<file path="config.mk">
export PLATFORM = sky130hd
export DESIGN_NAME = mem_writeback_flat
export DESIGN_NICKNAME = d
export VERILOG_FILES = /design/src/rtl/cpu_pkg.sv /design/src/rtl/mem_writeback_if.sv /design/src/rtl/mem_wait_timer.sv /design/src/rtl/mem_writeback.sv /design/src/flat_wrapper.sv
export SDC_FILE = /design/constraint.sdc
export NUM_CORES = 1
export LEC_CHECK = 0
export BUFFER_PORTS_ARGS = -buffer_cell sky130_fd_sc_hd__buf_2
export CELL_PAD_IN_SITES_DETAIL_PLACEMENT = 2
export CELL_PAD_IN_SITES_GLOBAL_PLACEMENT = 2
export CORE_AREA = 2 2 133 135
export DETAILED_ROUTE_END_ITERATION = 8
export DIE_AREA = 0 0 135 137
export GPL_TIMING_DRIVEN = 0
export PLACE_DENSITY_LB_ADDON = 0.12
export REMOVE_ABC_BUFFERS = 1
export SYNTH_ARGS = -nofsm -noshare
export SYNTH_HDL_FRONTEND = slang
export SYNTH_SLANG_ARGS = --single-unit
</file>
<file path="constraint.sdc">
create_clock -name clock -period 8.8 [get_ports clock]
set_input_delay 0.88 -clock clock [delete_from_list [all_inputs] [get_ports clock]]
set_output_delay 0.88 -clock clock [all_outputs]
set_load 0.005 [all_outputs]
</file>
<file path="src/rtl/cpu_pkg.sv">
// rtl/cpu_pkg.sv - shared opcodes, register constants and mem_writeback state encoding
package cpu_pkg;

    localparam int OP_SLL   = 1;
    localparam int OP_ADDI  = 2;
    localparam int OP_MUL   = 3;
    localparam int OP_MOVE  = 4;
    localparam int OP_MOVEI = 5;
    localparam int OP_ADD   = 6;
    localparam int OP_LW    = 9;
    localparam int OP_SW    = 10;
    localparam int OP_HALT  = 12;
    localparam int OP_MULI  = 13;
    localparam int OP_JAL   = 14;
    localparam int OP_ORI   = 15;
    localparam int OP_LUI   = 16;

    localparam logic [4:0] REG_ZERO = 5'd0;

    typedef enum logic [1:0] {
        ST_IDLE = 2'd0,
        ST_RD   = 2'd1,
        ST_WR   = 2'd2,
        ST_HALT = 2'd3
    } mwb_state_t;

endpackage

</file>
<file path="src/rtl/mem_writeback_if.sv">
// rtl/mem_writeback_if.sv - execute, data-memory and writeback signals of mem_writeback
interface mem_writeback_if #(parameter int OP_W = 6);

    logic            ex_valid;
    logic [OP_W-1:0] ex_op;
    logic [4:0]      ex_dst;
    logic [31:0]     ex_result;
    logic [31:0]     ex_store_data;
    logic            ex_stall;

    logic [31:0]     dmem_address;
    logic [31:0]     dmem_wdata;
    logic [31:0]     dmem_rdata;
    logic            dmem_read;
    logic            dmem_write;
    logic            dmem_ready;

    logic            wb_en;
    logic [4:0]      wb_dst;
    logic [31:0]     wb_data;
    logic            retire;
    logic            halted;
    logic            mem_err;

    // Upstream/memory side: drives execute instruction and memory responses.
    modport master (
        output ex_valid, ex_op, ex_dst, ex_result, ex_store_data, dmem_rdata, dmem_ready,
        input  ex_stall, dmem_address, dmem_wdata, dmem_read, dmem_write,
        input  wb_en, wb_dst, wb_data, retire, halted, mem_err
    );

    modport slave (
        input  ex_valid, ex_op, ex_dst, ex_result, ex_store_data, dmem_rdata, dmem_ready,
        output ex_stall, dmem_address, dmem_wdata, dmem_read, dmem_write,
        output wb_en, wb_dst, wb_data, retire, halted, mem_err
    );

endinterface

</file>
<file path="src/rtl/mem_wait_timer.sv">
// rtl/mem_wait_timer.sv - wait-cycle counter and timeout compare for outstanding memory accesses
module mem_wait_timer #(
    parameter int MEM_TIMEOUT = 15
) (
    input  logic clock,
    input  logic reset,
    input  logic active,
    input  logic ready,
    output logic expired
);

    localparam int CNT_W = (MEM_TIMEOUT < 16) ? 4 : $clog2(MEM_TIMEOUT + 1);

    logic [CNT_W-1:0] count;

    // Count is 0 on the first request cycle because it is held clear while idle.
    always_ff @(posedge clock or posedge reset) begin
        if (reset) begin
            count <= '0;
        end else if (!active) begin
            count <= '0;
        end else if (!ready) begin
            count <= count + CNT_W'(1);
        end
    end

    assign expired = (MEM_TIMEOUT > 0) && active && !ready && (count == CNT_W'(MEM_TIMEOUT));

endmodule

</file>
<file path="src/rtl/mem_writeback.sv">
// rtl/mem_writeback.sv - memory-access/writeback stage; MEMWB_PERF_CNT_EN adds perf counters
module mem_writeback
    import cpu_pkg::*;
#(
    parameter int OP_W        = 6,
    parameter int MEM_TIMEOUT = 15
) (
    input  logic clock,
    input  logic reset,
    mem_writeback_if.slave bus
`ifdef MEMWB_PERF_CNT_EN
    ,
    output logic [31:0] perf_retired,
    output logic [31:0] perf_mem_stall
`endif
);

    mwb_state_t  state;
    logic [4:0]  rd_dst;
    logic        expired;
    logic        busy_mem;

    logic [31:0] dmem_address_q;
    logic [31:0] dmem_wdata_q;
    logic        dmem_read_q;
    logic        dmem_write_q;
    logic        wb_en_q;
    logic [4:0]  wb_dst_q;
    logic [31:0] wb_data_q;
    logic        retire_q;
    logic        halted_q;
    logic        mem_err_q;

    assign busy_mem = (state == ST_RD) || (state == ST_WR);

    mem_wait_timer #(.MEM_TIMEOUT(MEM_TIMEOUT)) u_timer (
        .clock   (clock),
        .reset   (reset),
        .active  (busy_mem),
        .ready   (bus.dmem_ready),
        .expired (expired)
    );

    always_ff @(posedge clock or posedge reset) begin
        if (reset) begin
            state          <= ST_IDLE;
            rd_dst         <= REG_ZERO;
            dmem_address_q <= '0;
            dmem_wdata_q   <= '0;
            dmem_read_q    <= 1'b0;
            dmem_write_q   <= 1'b0;
            wb_en_q        <= 1'b0;
            wb_dst_q       <= '0;
            wb_data_q      <= '0;
            retire_q       <= 1'b0;
            halted_q       <= 1'b0;
            mem_err_q      <= 1'b0;
        end else begin
            retire_q  <= 1'b0;
            wb_en_q   <= 1'b0;
            mem_err_q <= 1'b0;
            case (state)
                ST_IDLE: begin
                    if (bus.ex_valid) begin
                        if (bus.ex_op == OP_W'(OP_LW)) begin
                            state          <= ST_RD;
                            dmem_read_q    <= 1'b1;
                            dmem_address_q <= bus.ex_result;
                            rd_dst         <= bus.ex_dst;
                        end else if (bus.ex_op == OP_W'(OP_SW)) begin
                            state          <= ST_WR;
                            dmem_write_q   <= 1'b1;
                            dmem_address_q <= bus.ex_result;
                            dmem_wdata_q   <= bus.ex_store_data;
                        end else if (bus.ex_op == OP_W'(OP_HALT)) begin
                            state    <= ST_HALT;
                            retire_q <= 1'b1;
                            halted_q <= 1'b1;
                        end else begin
                            retire_q <= 1'b1;
                            if (bus.ex_dst != REG_ZERO) begin
                                wb_en_q   <= 1'b1;
                                wb_dst_q  <= bus.ex_dst;
                                wb_data_q <= bus.ex_result;
                            end
                        end
                    end
                end
                ST_RD: begin
                    if (bus.dmem_ready) begin
                        dmem_read_q <= 1'b0;
                        state       <= ST_IDLE;
                        retire_q    <= 1'b1;
                        if (rd_dst != REG_ZERO) begin
                            wb_en_q   <= 1'b1;
                            wb_dst_q  <= rd_dst;
                            wb_data_q <= bus.dmem_rdata;
                        end
                    end else if (expired) begin
                        dmem_read_q <= 1'b0;
                        mem_err_q   <= 1'b1;
                        state       <= ST_IDLE;
                    end
                end
                ST_WR: begin
                    if (bus.dmem_ready) begin
                        dmem_write_q <= 1'b0;
                        state        <= ST_IDLE;
                        retire_q     <= 1'b1;
                    end else if (expired) begin
                        dmem_write_q <= 1'b0;
                        mem_err_q    <= 1'b1;
                        state        <= ST_IDLE;
                    end
                end
                ST_HALT: begin
                    state <= ST_HALT;
                end
                default: state <= ST_IDLE;
            endcase
        end
    end

`ifdef MEMWB_PERF_CNT_EN
    // Counting stops at the halt retire itself, since halted rises with it.
    always_ff @(posedge clock or posedge reset) begin
        if (reset) begin
            perf_retired   <= '0;
            perf_mem_stall <= '0;
        end else if (!halted_q) begin
            if (retire_q) perf_retired <= perf_retired + 32'd1;
            if (busy_mem) perf_mem_stall <= perf_mem_stall + 32'd1;
        end
    end
`endif

    assign bus.ex_stall     = (state != ST_IDLE);
    assign bus.dmem_address = dmem_address_q;
    assign bus.dmem_wdata   = dmem_wdata_q;
    assign bus.dmem_read    = dmem_read_q;
    assign bus.dmem_write   = dmem_write_q;
    assign bus.wb_en        = wb_en_q;
    assign bus.wb_dst       = wb_dst_q;
    assign bus.wb_data      = wb_data_q;
    assign bus.retire       = retire_q;
    assign bus.halted       = halted_q;
    assign bus.mem_err      = mem_err_q;

endmodule

</file>
<file path="src/flat_wrapper.sv">
// flat-port wrapper written by rule: the top's interface ports become plain ports
module mem_writeback_flat import cpu_pkg::*;
#(
    parameter int OP_W        = 6,
    parameter int MEM_TIMEOUT = 15
)
  (clock, reset, bus_ex_valid, bus_ex_op, bus_ex_dst, bus_ex_result, bus_ex_store_data, bus_dmem_rdata, bus_dmem_ready, bus_ex_stall, bus_dmem_address, bus_dmem_wdata, bus_dmem_read, bus_dmem_write, bus_wb_en, bus_wb_dst, bus_wb_data, bus_retire, bus_halted, bus_mem_err);
  mem_writeback_if #(.OP_W(OP_W)) bus_i ();
  input  logic clock;
  input  logic reset;
  input wire logic [$bits(bus_i.ex_valid)-1:0] bus_ex_valid;
  input wire logic [$bits(bus_i.ex_op)-1:0] bus_ex_op;
  input wire logic [$bits(bus_i.ex_dst)-1:0] bus_ex_dst;
  input wire logic [$bits(bus_i.ex_result)-1:0] bus_ex_result;
  input wire logic [$bits(bus_i.ex_store_data)-1:0] bus_ex_store_data;
  input wire logic [$bits(bus_i.dmem_rdata)-1:0] bus_dmem_rdata;
  input wire logic [$bits(bus_i.dmem_ready)-1:0] bus_dmem_ready;
  output wire logic [$bits(bus_i.ex_stall)-1:0] bus_ex_stall;
  output wire logic [$bits(bus_i.dmem_address)-1:0] bus_dmem_address;
  output wire logic [$bits(bus_i.dmem_wdata)-1:0] bus_dmem_wdata;
  output wire logic [$bits(bus_i.dmem_read)-1:0] bus_dmem_read;
  output wire logic [$bits(bus_i.dmem_write)-1:0] bus_dmem_write;
  output wire logic [$bits(bus_i.wb_en)-1:0] bus_wb_en;
  output wire logic [$bits(bus_i.wb_dst)-1:0] bus_wb_dst;
  output wire logic [$bits(bus_i.wb_data)-1:0] bus_wb_data;
  output wire logic [$bits(bus_i.retire)-1:0] bus_retire;
  output wire logic [$bits(bus_i.halted)-1:0] bus_halted;
  output wire logic [$bits(bus_i.mem_err)-1:0] bus_mem_err;
  assign bus_i.ex_valid = bus_ex_valid;
  assign bus_i.ex_op = bus_ex_op;
  assign bus_i.ex_dst = bus_ex_dst;
  assign bus_i.ex_result = bus_ex_result;
  assign bus_i.ex_store_data = bus_ex_store_data;
  assign bus_i.dmem_rdata = bus_dmem_rdata;
  assign bus_i.dmem_ready = bus_dmem_ready;
  assign bus_ex_stall = bus_i.ex_stall;
  assign bus_dmem_address = bus_i.dmem_address;
  assign bus_dmem_wdata = bus_i.dmem_wdata;
  assign bus_dmem_read = bus_i.dmem_read;
  assign bus_dmem_write = bus_i.dmem_write;
  assign bus_wb_en = bus_i.wb_en;
  assign bus_wb_dst = bus_i.wb_dst;
  assign bus_wb_data = bus_i.wb_data;
  assign bus_retire = bus_i.retire;
  assign bus_halted = bus_i.halted;
  assign bus_mem_err = bus_i.mem_err;
  mem_writeback #(.OP_W(OP_W), .MEM_TIMEOUT(MEM_TIMEOUT)) u_core (.clock(clock), .reset(reset), .bus(bus_i));
endmodule
</file>
==> summary.md, run 1 <==
| Metric | Value |
|---|---|
| Status | finished, final reports clean |
| Area delta synth->final | 38.43% |
| Post-Place Setup Slack | 4.927 ns |
| #FFs+latches synth | 118 |
| Tcrit/Tclk final | 44.24% |
| Post-synth EDFFs | 0 |
| Commonest cells in the netlist | 118 x dfrtp_1, 60 x mux2_2, 34 x nor2_1 |
| Hold-fix buffers at CTS | 0 |
| CTS buffer count | 17 |
| Worst setup path category | register to register |
| Syn Area/Cell | 11.77 um2 |
| Initial DRC count | 135 |
| Row cnt | 48 |
| Congestion Overflow GR | 0 |
| Post-synthesis sequential area ratio | 55.14% |
| Net Sw Frac | 22.31% |
| Largest net degree at the start of global routing | 77 |
| Starting Density | 31.40% |
| Reg power frac | 40.1% |
| Fmax | 256.9 MHz |
| FFs w/ async S/R, synth | 100.0% |
| Initial antenna violation count | 1 |
| DP Cell Count | 875 |
| ANT nets after route | 0 |
| Post-route minimum period | 3.893 ns |
| CTS resizes | 0 |
| Clock power frac | 55.8% |
| RSZ-0062 raised after global routing | no |
| Max VDD drop | 0.1296 mV |
| Fin cells | 908 |
| Maxcap violations | 0 |
| Max_slew headroom | 13.22% |
| Worst-skew pair later-pin latency | 0.42 ns |
| Vias in the first global route | 5346 |
| Routed wire length | 18510 um |
| FILL cells | 1810 |
| # setup viols final | 0 |
| Post-synth top area cell | dfrtp_1 |
| Placer Congestion | 0.7211 |
| P_leak | 4.033 nW |
| Tot Pwr | 1.352 mW |
| Gr usage total | 20.88% |
| Clk buf depth | 2 |
| Max stage delay on crit path | 1.08 ns |
| Post-route DRC | 0 |
| Clock Skews | 0.01451 ns |
| Synthesized cell area | 5355 um2 |
| TritonCTS Sinks | 118 |
| Via density | 5.029 |
| Vias | 4566 |
| DIE WIDTH | 135 um |
| DR pass1 iterations | 4 |
| CTS HTree Levels | 4 |
| Min-Delay Path Class | input port to async pin |
| Ranking of synthesized cells by area | dfrtp_1 55%, mux2_2 13%, a31oi_1 2.6% |
| CTS Root Cell | clkbuf_16 |
| Slew Viols, Final | 0 |
| I/O pins | 219 |
| Reg clk slew, reported paths | 0.06 ns |
| Most numerous cell in the Yosys netlist | dfrtp_1 |
| Slowest cell on the critical path | nor2b_1 |
| Max Fanout on Critical Path | 26 |
| CTS tree | built |
| Final hold vios | 0 |
| Startpoint Class | register |
| Mapped Cells | 455 |
| Power per cell area | 182.4 nW/um2 |
| Buffer and inverter count on the worst path | 2 |
| Post-route setup slack | 4.907 ns |
| Netlist cell types | 44 |
| Die Ht | 137 um |
| Drt wl/cell | 20.39 um |
| Yosys top cell area share | 55.14% |
| Internal power | 1.050 mW |
| Post-Route Setup TNS | 0 ns |
| Worst-Margin Slew | 1.299 ns |
| Final hold slack | 0.4645 ns |
| Critical-path cell list | inv_1 > ha_2 > nor2b_1 > a21oi_4 > buf_16 > a21oi_2 > o22ai_1 |
| Crit path required time | 9.04 ns |
| First-pass GRT wire length | 29330 um |
| Final net count | 785 |
| Post-CTS setup buffer count | 0 |
| Arr. time, crit path | 4.13 ns |
| Die area | 18500 um2 |
| Core area | 17060 um2 |
| DP HPWL | 13320 um |
| Kind of end point of the critical path | register |
| Top FF cell, synth | dfrtp_1 |
| Buffers on Ports | 218 |
| Comb pwr share | 4.0% |
| Synth warnings | 0 |
| Top delay family on crit path | compound AO/OA/AOI/OAI gates |
| Sw power | 0.3016 mW |
| Layout cell share with drive strength beyond 1 | 49.27% |
[power by group through the flow]
stage | clock [mW] | combinational [mW] | sequential, mW
after floorplan | 0 | 0.0158 | 0.553
after global placement | 0 | 0.0511 | 0.553
after detailed placement | 0 | 0.0555 | 0.552
after CTS | 0.773 | 0.0561 | 0.543
after global routing | 0.796 | 0.0610 | 0.542
final | 0.755 | 0.0542 | 0.543
[area by class of cell]
cell class	instances	area (um2)	area share (%)
sequential	118	2953	39.83
multi-input combinational	299	2270	30.62
timing repair buffer	224	1229	16.57
clock buffer	18	439.2	5.924
tap	225	281.5	3.797
clock inverter	14	200.2	2.700
inverter	9	38.79	0.5232
antenna	1	2.502	0.03376
[metal layers]
metal	global-route usage [%]	share of wire, %
met2	37.31	54
met1	23.31	38
met3	7.556	6.6
met5	0	0
met4	6.366	1.7
[flip-flops by register name (all words and copies together), names as in the netlist, 2 cells and up]
register / count
u_core.bus.dmem_wdata: 32
u_core.state: 2
u_core.u_timer.count: 4
u_core.bus.wb_dst: 5
u_core.bus.wb_data: 32
u_core.bus.dmem_address: 32
u_core.rd_dst: 5
[path summary, 6_finish.rpt]
check | endpoint | slack (ns) | from | cells after the start
min in group clock | u_core.bus.dmem_wdata[2]$_DFFE_PP0P_ | 0.48 | u_core.bus.dmem_wdata[2]$_DFFE_PP0P_ | 1
setup / recovery | u_core.bus.wb_dst[1]$_DFFE_PP0P_ | 4.91 | u_core.state[1]$_DFFE_PP0P_ | 7
hold reg to reg | u_core.bus.dmem_wdata[2]$_DFFE_PP0P_ | 0.48 | u_core.bus.dmem_wdata[2]$_DFFE_PP0P_ | 1
setup reg to reg | u_core.bus.wb_dst[1]$_DFFE_PP0P_ | 4.91 | u_core.state[1]$_DFFE_PP0P_ | 7
max in group asynchronous | u_core.u_timer.count[0]$_DFFE_PP0N_ | 7.56 | reset | 3
hold / removal | u_core.bus.dmem_wdata[18]$_DFFE_PP0P_ | 0.46 | reset | 2
[placed cells by master, fill, tap and decap left out, types with 3 or more instances in the layout]
master,instances
buf_2,218
o22ai_1,4
clkbuf_16,17
nor2_1,33
mux2_1,11
and3b_1,3
mux2_2,60
buf_16,3
bufinv_16,4
clkinvlp_4,3
nor2b_1,6
and2_1,3
inv_1,8
a31oi_1,22
a22oi_1,8
dfrtp_1,118
a22oi_2,9
o22a_1,15
nand3_1,18
a21oi_1,21
xnor2_1,3
ha_1,4
inv_6,3
clkinv_4,4
nor3_1,4
nand2_1,27
o21ai_0,6
and3_1,15
[cell families (layout without fill, tap and decap cells)]
kind of cell    Yosys count  in the layout  share of synthesized area (%)
compound gates           95             95                          12.90
xor+xnor                  5              5                         0.8179
fa+ha+maj                 5              5                          1.168
buf+inv                  38            265                          3.271
flops                   118            118                          55.14
mux                      73             73                          15.30
other cells               0              1                              0
simple gates            121            121                          11.40
[stage by stage]
step,instance area [um2],util [%]
CTS,7411,43.45
global placement,6586,38.62
detailed placement,6771,39.70
floorplan,5214,-
global route,7411,43.45
finish,7413,43.46
[worst reg2reg max path: cells and delay by family (launching register included)]
family                     cells  cell delay, ns
buffers and inverters          2            0.37
and+or+nand+nor                1            1.09
DFF                            1            0.40
AOI/OAI and AO/OA              3            1.29
adders and majority gates      1            0.57
(Power assumes the default switching activity.)
==> run 2: changes to the inputs <==
--- a/config.mk
+++ b/config.mk
@@ -8,9 +8,9 @@
 export BUFFER_PORTS_ARGS = -buffer_cell sky130_fd_sc_hd__buf_2
 export CELL_PAD_IN_SITES_DETAIL_PLACEMENT = 2
 export CELL_PAD_IN_SITES_GLOBAL_PLACEMENT = 2
-export CORE_AREA = 2 2 133 135
+export CORE_AREA = 2 2 144 146
 export DETAILED_ROUTE_END_ITERATION = 8
-export DIE_AREA = 0 0 135 137
+export DIE_AREA = 0 0 146 148
 export GPL_TIMING_DRIVEN = 0
 export PLACE_DENSITY_LB_ADDON = 0.12
 export REMOVE_ABC_BUFFERS = 1
==> constraint.sdc (replaced) <==
create_clock -name clock -period 3.35 [get_ports clock]
set_input_delay 0.335 -clock clock [delete_from_list [all_inputs] [get_ports clock]]
set_output_delay 0.335 -clock clock [all_outputs]
set_load 0.005 [all_outputs]
==> summary.md, run 2 (synthesis results as in run 1) <==
| Metric | Value |
|---|---|
| Min-Delay Path Class | input port to register |
| Vias | 4557 (-0.20%) |
| Max VDD drop | 0.3159 mV (+140%) |
| Reg clk slew, reported paths | 0.06 ns (about the same) |
| TritonCTS Sinks | 118 (unchanged) |
| Arr. time, crit path | 3.17 ns (-0.96 ns) |
| Hold depth | 2 |
| Most frequent cells in the layout | 218 x buf_2, 118 x dfrtp_1, 60 x mux2_2, 33 x nor2_1, 27 x nand2_1 |
| Buffers on Ports | 218 (unchanged) |
| Clock Skews | 0.01115 ns (-0.003362 ns) |
| Via density | 4.752 (-5.5%) |
| Fmax | 353.8 MHz (+38%) |
| Clk buf depth | 2 (unchanged) |
| Placer Congestion | 0.7212 (about the same) |
| I/O pins | 219 (unchanged) |
| Initial DRC count | 104 (-23%) |
| Commonest non-fill, non-tap cell in the layout | buf_2 |
| Min-delay src | bus_ex_store_data[26] |
| Die area | 21610 um2 (+17%) |
| Critical R2R Launch | u_core.state[0]$_DFFE_PP0P_ |
| Final net count | 790 (+0.64%) |
| Die Ht | 148 um (+8.0%) |
| DIE WIDTH | 146 um (+8.1%) |
| Row cnt | 52 (+8.3%) |
| Area delta synth->final | 40.12% |
| Drt wl/cell | 19.33 um (-5.2%) |
| Core area | 20040 um2 (+17%) |
| FILL cells | 2210 (+22%) |
| Register-to-Register Path Depth | 9 (+2) |
| Tcrit/Tclk final | 84.37% (+40 points) |
| Layout cell share with drive strength beyond 1 | 49.64% (+0.37 points) |
| Kind of end point of the critical path | register |
| P_leak | 4.046 nW (+0.32%) |
| Tot Pwr | 3.424 mW (+150%) |
| DR pass1 iterations | 4 (unchanged) |
| Final hold slack | 0.1371 ns (-0.3274 ns) |
| Starting Density | 26.72% (-4.7 points) |
| Post-Route Utilization | 37.44% (-6.0 points) |
| Worst-skew pair later-pin latency | 0.41 ns (about the same) |
| Worst-Margin Slew | 0.7256 ns (-0.5733 ns) |
| ANT nets after route | 0 (unchanged) |
| Max_slew headroom | 51.41% (+38 points) |
| Congestion Overflow GR | 0 (unchanged) |
| Slew Viols, Final | 0 (unchanged) |
| CTS tree | built |
| Crit path required time | 3.69 ns (-5.35 ns) |
| Post-route DRC | 0 (unchanged) |
| Reg2reg setup slack | 0.52 ns (-4.38 ns) |
| CTS buffer count | 17 (unchanged) |
| Routed wire length | 18540 um (+0.13%) |
| Gr usage total | 17.62% (-3.3 points) |
| Worst r2r dst | u_core.bus.wb_data[7]$_DFFE_PP0P_ |
| Post-route minimum period | 2.826 ns (-1.067 ns) |
| Power per cell area | 456.4 nW/um2 (+150%) |
| Final hold vios | 0 (unchanged) |
| Maxcap violations | 0 (unchanged) |
| RSZ-0062 raised after global routing | no |
| Startpoint Class | register |
| First-pass GRT wire length | 29700 um (+1.2%) |
| Initial antenna violation count | 2 (+1) |
| DP HPWL | 13280 um (-0.26%) |
| Max Fanout on Critical Path | 22 (-15%) |
| # setup viols final | 0 (unchanged) |
| Vias in the first global route | 5354 (+0.15%) |
| Largest net degree at the start of global routing | 81 (+5.2%) |
| Hold EP | u_core.bus.dmem_wdata[26]$_DFFE_PP0P_ |
| CTS HTree Levels | 4 (unchanged) |
| Worst setup path category | register to register |
| CTS Root Cell | clkbuf_16 |
| Status | finished, final reports clean |
run 2: cell types whose count changed in the layout (fill, tap and decap cells not counted), sizes merged:
cell	delta
dlygate4sd3	+1
buf	+4
diode	+1
clkbuf	+1
clkinv	-1
inv	+1
bufinv	-2
clkinvlp	+1
run 2: layout make-up:
cell class | instances | area [um2] | area share (%)
diodes | 2 | 5.005 | 0.06670
well taps | 270 | 337.8 | 4.502
clock buffers | 19 | 452.9 | 6.036
repair buffers | 229 | 1289 | 17.18
multi-input cells | 299 | 2280 | 30.38
flip-flops and latches | 118 | 2953 | 39.35
inverters | 9 | 38.79 | 0.5169
clock inverters | 13 | 147.6 | 1.968
run 2: layer usage:
layer	wire length [um]	track usage (%)	vias up
met5	0	0	-
met2	9557	30.59	138
met1	7294	19.98	2309
met4	255	4.903	0
met3	1432	7.407	19
li1	-	-	2091
run 2: how the worst max path moves through the flow:
| stage | startpoint | endpoint |
|---|---|---|
| 6_report | u_core.state[0]$_DFFE_PP0P_ | u_core.bus.wb_data[7]$_DFFE_PP0P_ |
| 5_1_grt | u_core.state[0]$_DFFE_PP0P_ | u_core.bus.wb_dst[1]$_DFFE_PP0P_ |
| 4_1_cts | u_core.state[1]$_DFFE_PP0P_ | u_core.bus.wb_dst[0]$_DFFE_PP0P_ |
| 3_5_place_dp | u_core.state[1]$_DFFE_PP0P_ | u_core.bus.wb_dst[0]$_DFFE_PP0P_ |
| 3_3_place_gp | u_core.state[1]$_DFFE_PP0P_ | u_core.bus.wb_data[7]$_DFFE_PP0P_ |
| 2_1_floorplan | u_core.state[1]$_DFFE_PP0P_ | u_core.bus.wb_data[0]$_DFFE_PP0P_ |
run 2: through the flow:
step	instance area [um2]	instances	setup slack (ns)	setup TNS [ns]
finish	7503	959	0.5236	0
global route	7498	957	0.2891	0
CTS	7476	954	0.2115	0
detailed placement	6855	921	-0.4676	-7.676
global placement	6643	914	-3.109	-363.39
floorplan	5214	426	-0.4525	-21.80
run 2: critical path: stages, from the launching register on:
cell and delay [ns]:
dfrtp_1 0.42, inv_1 0.10, ha_1 0.47, nand2_1 0.31, a21oi_1 0.44, a21oi_4 0.26
buf_16 0.24, a21oi_4 0.14, buf_4 0.21, o22a_1 0.16
run 2: what timing repair did:
action	in CTS	in global routing
setup endpoints to repair	19	1
gates cloned	0	0
hold endpoints to repair	38	0
setup buffers	0	3
resized for setup	2	0
hold buffers	1	0
run 2: power by group:
part           internal [mW]  switching (mW)  total, mW
Combinational         0.0629          0.0810      0.144
Sequential              1.43               0       1.43
Clock                   1.14           0.711       1.85
